File: config.mk
export PLATFORM = sky130hd
export DESIGN_NAME = seg7_scan_driver
export DESIGN_NICKNAME = d
export VERILOG_FILES = /design/src/rtl/seg7_scan_driver.sv
export SDC_FILE = /design/constraint.sdc
export NUM_CORES = 1
export LEC_CHECK = 0
export ABC_CLOCK_PERIOD_IN_PS = 3400
export CORE_UTILIZATION = 35
export CTS_BUF_LIST = sky130_fd_sc_hd__clkbuf_16
export DETAILED_ROUTE_END_ITERATION = 7
export SLEW_MARGIN = 20
export SYNTH_ARGS = -nofsm -noshare
export SYNTH_HDL_FRONTEND = slang
export SYNTH_SLANG_ARGS = --single-unit
File: constraint.sdc
create_clock -name clk -period 3.4 [get_ports clk]
set_clock_uncertainty 0.05 [all_clocks]
set_input_delay 0.68 -clock clk [delete_from_list [all_inputs] [get_ports clk]]
set_output_delay 0.68 -clock clk [all_outputs]
set_load 0.03 [all_outputs]
File: src/rtl/seg7_scan_driver.sv
// Time-multiplexed seven-segment scan driver, common-anode, active-low outputs.
// Latches codes and a blank mask, decodes hex or keypad legends, and scans digits with dead time.
module seg7_scan_driver #(
    parameter int NUM_DIGITS   = 4,
    parameter int REFRESH_DIV  = 50000,
    parameter int GUARD_CYCLES = 64,
    parameter int MAP_MODE     = 1
) (
    input  logic                  clk,
    input  logic                  rst_n,
    input  logic                  load,
    input  logic [4*NUM_DIGITS-1:0] codes,
    input  logic [NUM_DIGITS-1:0] blank_mask,
    output logic [6:0]            seg,
    output logic [NUM_DIGITS-1:0] an,
    output logic [((NUM_DIGITS > 1) ? $clog2(NUM_DIGITS) : 1)-1:0] digit_idx,
    output logic                  frame_tick
);

    localparam int IW = (NUM_DIGITS > 1) ? $clog2(NUM_DIGITS) : 1;
    localparam int CW = (REFRESH_DIV > 1) ? $clog2(REFRESH_DIV) : 1;

    localparam logic [CW-1:0] CNT_LAST = CW'(REFRESH_DIV - 1);
    localparam logic [CW-1:0] GUARD_END = CW'(GUARD_CYCLES);
    localparam logic [IW-1:0] IDX_LAST = IW'(NUM_DIGITS - 1);

    logic [CW-1:0]             cnt;
    logic [4*NUM_DIGITS-1:0]   sh_codes;
    logic [NUM_DIGITS-1:0]     sh_blank;

    logic                      wrap;
    logic                      last_digit;
    logic                      guard;
    logic [3:0]                cur_code;
    logic                      cur_blank;
    logic [6:0]                glyph;
    logic [6:0]                seg_d;
    logic [NUM_DIGITS-1:0]     an_d;

    // Plain hexadecimal glyphs, segments {a..g}, active low.
    function automatic logic [6:0] hex_glyph(input logic [3:0] c);
        logic [6:0] g;
        unique case (c)
            4'h0: g = 7'b0000001;
            4'h1: g = 7'b1001111;
            4'h2: g = 7'b0010010;
            4'h3: g = 7'b0000110;
            4'h4: g = 7'b1001100;
            4'h5: g = 7'b0100100;
            4'h6: g = 7'b0100000;
            4'h7: g = 7'b0001111;
            4'h8: g = 7'b0000000;
            4'h9: g = 7'b0000100;
            4'hA: g = 7'b0001000;
            4'hB: g = 7'b1100000;
            4'hC: g = 7'b0110001;
            4'hD: g = 7'b1000010;
            4'hE: g = 7'b0110000;
            default: g = 7'b0111000;
        endcase
        return g;
    endfunction

    // Keypad legend glyphs; code is {row, col} of the pressed key.
    function automatic logic [6:0] key_glyph(input logic [3:0] c);
        logic [6:0] g;
        unique case (c)
            4'h0: g = 7'b1001111; // 1
            4'h1: g = 7'b0010010; // 2
            4'h2: g = 7'b0000110; // 3
            4'h3: g = 7'b0001000; // A
            4'h4: g = 7'b1001100; // 4
            4'h5: g = 7'b0100100; // 5
            4'h6: g = 7'b0100000; // 6
            4'h7: g = 7'b1100000; // b
            4'h8: g = 7'b0001111; // 7
            4'h9: g = 7'b0000000; // 8
            4'hA: g = 7'b0000100; // 9
            4'hB: g = 7'b0110001; // C
            4'hC: g = 7'b1001000; // *
            4'hD: g = 7'b0000001; // 0
            4'hE: g = 7'b1111110; // #
            default: g = 7'b1000010; // d
        endcase
        return g;
    endfunction

    assign wrap       = (cnt == CNT_LAST);
    assign last_digit = (digit_idx == IDX_LAST);

    // Shadow registers; the display stays dark until the first load.
    always_ff @(posedge clk or negedge rst_n) begin
        if (!rst_n) begin
            sh_codes <= '0;
            sh_blank <= '1;
        end else if (load) begin
            sh_codes <= codes;
            sh_blank <= blank_mask;
        end
    end

    // Slot counter and digit pointer; a frame ends when the last digit's slot wraps.
    always_ff @(posedge clk or negedge rst_n) begin
        if (!rst_n) begin
            cnt        <= '0;
            digit_idx  <= '0;
            frame_tick <= 1'b0;
        end else begin
            frame_tick <= wrap && last_digit;
            if (wrap) begin
                cnt <= '0;
                if (last_digit) begin
                    digit_idx <= '0;
                end else begin
                    digit_idx <= digit_idx + 1'b1;
                end
            end else begin
                cnt <= cnt + 1'b1;
            end
        end
    end

    // Select the current digit's code, apply dead time and blanking, build next outputs.
    always_comb begin
        cur_code  = 4'h0;
        cur_blank = 1'b1;
        seg_d     = 7'b1111111;
        an_d      = '1;
        for (int i = 0; i < NUM_DIGITS; i++) begin
            if (digit_idx == IW'(i)) begin
                cur_code  = sh_codes[4*i +: 4];
                cur_blank = sh_blank[i];
            end
        end
        guard = (cnt < GUARD_END);
        glyph = (MAP_MODE != 0) ? key_glyph(cur_code) : hex_glyph(cur_code);
        if (!guard && !cur_blank) begin
            seg_d = glyph;
            for (int i = 0; i < NUM_DIGITS; i++) begin
                an_d[i] = (digit_idx != IW'(i));
            end
        end
    end

    // Registered pin drivers; they trail the counter by one cycle.
    always_ff @(posedge clk or negedge rst_n) begin
        if (!rst_n) begin
            seg <= 7'b1111111;
            an  <= '1;
        end else begin
            seg <= seg_d;
            an  <= an_d;
        end
    end

endmodule

==> summary.md <==
| Metric | Value |
|---|---|
| Initial antenna violation count | `0` |
| Clock sink count | `50` |
| PnR worst setup slack | `787 ps` |
| Hpwl dp | `3.31 mm` |
| Yosys warning count | `0` |
| Number of global-route vias before repair | `1617` |
| Max-slew headroom | `0.552` |
| Final Cycle Share | `0.768` |
| Drt pass-1 iters | `6` |
| Largest family of logic cells by synthesized area | `simple AND/OR/NAND/NOR gates` |
| Synth Area in XOR/XNOR | `0.0509` |
| Worst r2r src | `digit_idx[0]` |
| Die Wd | `85.0 um` |
| Total track usage | `0.144` |
| Place WS | `790 ps` |
| Worst Path Max Fanout | `6` |
| Syn Area/Cell | `11.9 um^2` |
| Worst-path clk slew | `60 ps` |
| Cells after Synth | `203` |
| Endpoints failing setup | `0` |
| CP required | `3560 ps` |
| Critical path arrival | `2780 ps` |
| Mux cell area share after synthesis | `0.115` |
| Inserted Clock Buffers | `5` |
| Power density cells | `412 nW/um^2` |
| Vias per cell | `5.12` |
| Skew-Pair Late Insertion Delay | `280 ps` |
| Overall Power | `1.23 mW` |
| Adder-Cell Fraction of Synth Area | `0.0519` |
| Worst R2R Setup Slack | `790 ps` |
| Status | `complete, but fails checks` |
| Maxcap violations | `0` |
| Syn nets | `236` |
| Number of remaining DRC errors | `4` |
| Mapped Area | `2410 um^2` |
| Register area share after synthesis | `0.527` |
| Pin count of the biggest net entering global routing | `47` |
| Initial DRC count | `69` |
| Area leader, netlist | `dfrtp_1` |
| Root buffer cell | `clkbuf_16` |
| Antenna-violating nets left | `0` |
| Final WL | `4.64 mm` |
| CTS H-Tree Depth | `2` |
| Crit. End Element | `register` |
| Synthesized flop and latch total | `50` |
| Reg2reg path depth | `9` |
| Final hold vios | `0` |
| Yosys top cell area share | `0.364` |
| Maximum clock frequency | `383 MHz` |
| Port Buffer Count | `36` |
| Area Overhead vs Synth | `24.2%` |
| Post-synthesis simple-gate area fraction | `0.154` |
| CP dominant cell by count | `inv_1` |
| Final nets | `277` |
| Leak pwr | `1.25 nW` |
| Top post-synthesis cells by count | `35 x dfrtp_1, 22 x mux2_2, 16 x nand2_1` |
| Final GP Congestion | `0.775` |
| TNS Setup | `0 ps` |
| CTS Hold Bufs | `0` |
| Post-synth EDFFs | `0` |
| CP max stage delay | `450 ps` |
| Diodes inserted | `0` |
| WS Path Type | `reg -> reg` |
| Most instantiated library cell after synthesis | `dfrtp_1` |
| Ys async rst share | `1.00` |
| First-pass GRT wire length | `7.99 mm` |
| Grt total ovfl | `0` |
| Row count | `29` |
| Wire per inst | `14.4 um` |
| DR vias | `1650` |
| Worst IR Drop VDD | `0.224 mV` |
| Critical-path cell list | `inv_1 > ha_1 > or2_2 > o221ai_1 > inv_1 > ha_1 > inv_1 > mux2i_1 > a221o_1` |
| Yosys cell types | `43` |
| I/O pin total | `37` |
| CP max-delay cell | `o221ai_1` |
| Unrepaired setup endpoints after global routing | `false` |
| Failing checks | `design-rule violations` |
| Setup repair bufs after CTS | `0` |
| Share of cells above drive strength 1 | `0.224` |
| Synth Area in Compound Gates | `0.0701` |
| Top FF cell, synth | `dfrtp_1` |
| FF-to-FF End | `seg[4]` |
| Fin crit period | `2610 ps` |
| Max Root-Sink Buffers | `2` |
| Die Span Y | `85.0 um` |
| CTS tree | `yes` |
| Largest cells by area after synthesis | `dfrtp_1 36%, dfstp_2 16%, mux2_2 10%, ha_1 5.2%, xor2_1 3.3%` |
| Pin slew with the least headroom to its limit | `666 ps` |
| Hold Crit Class | `in -> async` |
| Resized cells post-CTS | `0` |
| Initial core utilization | `0.371` |
| Core area | `6490 um^2` |
| Setup crit start kind | `register` |
| Fin. max-slew vios | `0` |
| Die area | `7220 um^2` |
## registers in the layout, summed over array words and instances (netlist names)
register    flops
sh_blank        4
cnt            16
an              4
digit_idx       2
seg             7
sh_codes       16
frame_tick      1
## critical path: cells and delay by family, from the launching register on
family,cells,cell delay [ps]
buffers and inverters,3,320
AOI/OAI and AO/OA,2,820
muxes,1,90
DFF,1,390
and+or+nand+nor,1,340
adders and majority gates,2,540
## layer usage
metal / wire [um] / global-route usage / share of wire
met3: 230 / 0.0467 / 0.050
met5: 0 / 0 / 0
met2: 2250 / 0.231 / 0.49
met1: 2120 / 0.190 / 0.46
met4: 38 / 0.0370 / 0.0082
## metrics by stage
step | hold WS (ps) | cells | area, um^2 | util
floorplan | 334 | 203 | 2410 | -
global placement | 400 | 314 | 2850 | 0.439
detailed placement | 406 | 314 | 2850 | 0.439
CTS | 414 | 322 | 2990 | 0.460
global route | 380 | 322 | 2990 | 0.461
finish | 330 | 322 | 2990 | 0.461
## layout by cell type (no fill, tap or decap), types with 2 or more instances in the layout
master           count
dfrtp_1             35
clkdlybuf4s50_1     35
mux2_2              22
nand2_1             16
dfstp_2             15
nor2_1              14
inv_1               10
nand3_1             10
ha_1                10
xor2_1               9
xnor2_1              5
clkbuf_16            5
buf_4                5
o21ai_0              4
o221ai_1             3
mux2i_1              3
nor2b_1              3
nor3_1               3
or3_1                3
a221o_1              3
and3_1               3
nand3b_1             2
a21oi_1              2
nor4_1               2
o2111ai_1            2
nand4_1              2
clkinv_2             2
## how the worst max path moves through the flow
| stage | from | slack [ps] | cells after the start | to |
|---|---|---|---|---|
| CTS | digit_idx[0] | 790 | 7 | seg[0] |
| detailed placement | digit_idx[0] | 790 | 7 | seg[0] |
| global route | digit_idx[0] | 610 | 9 | seg[4] |
| global placement | digit_idx[0] | 880 | 7 | seg[0] |
| floorplan | digit_idx[0] | 790 | 7 | seg[0] |
| finish | digit_idx[0] | 790 | 9 | seg[4] |
## cells by family (layout without fill, tap and decap cells)
family,after synthesis,count (layout)
flip-flops,50,50
adder cells (fa/ha/maj),10,10
XOR/XNOR,14,14
AND/OR/NAND/NOR,68,68
multiplexers,25,25
AO/OA/AOI/OAI,21,21
buffers and inverters,15,57
## report_power, final
group	internal (mW)	switching (mW)
Sequential	0.623	0.0152
Combinational	0.0661	0.0565
Clock	0.267	0.204
Total	0.957	0.275
## area by class of cell
cell class / count / area, um^2
fill: 593 / 3500
clock buffer: 5 / 125
sequential: 50 / 1270
multi-input combinational: 138 / 1060
clock inverter: 3 / 13.8
timing repair buffer: 40 / 388
inverter: 9 / 33.8
tap: 77 / 96.3
(Power assumes the default switching activity.)
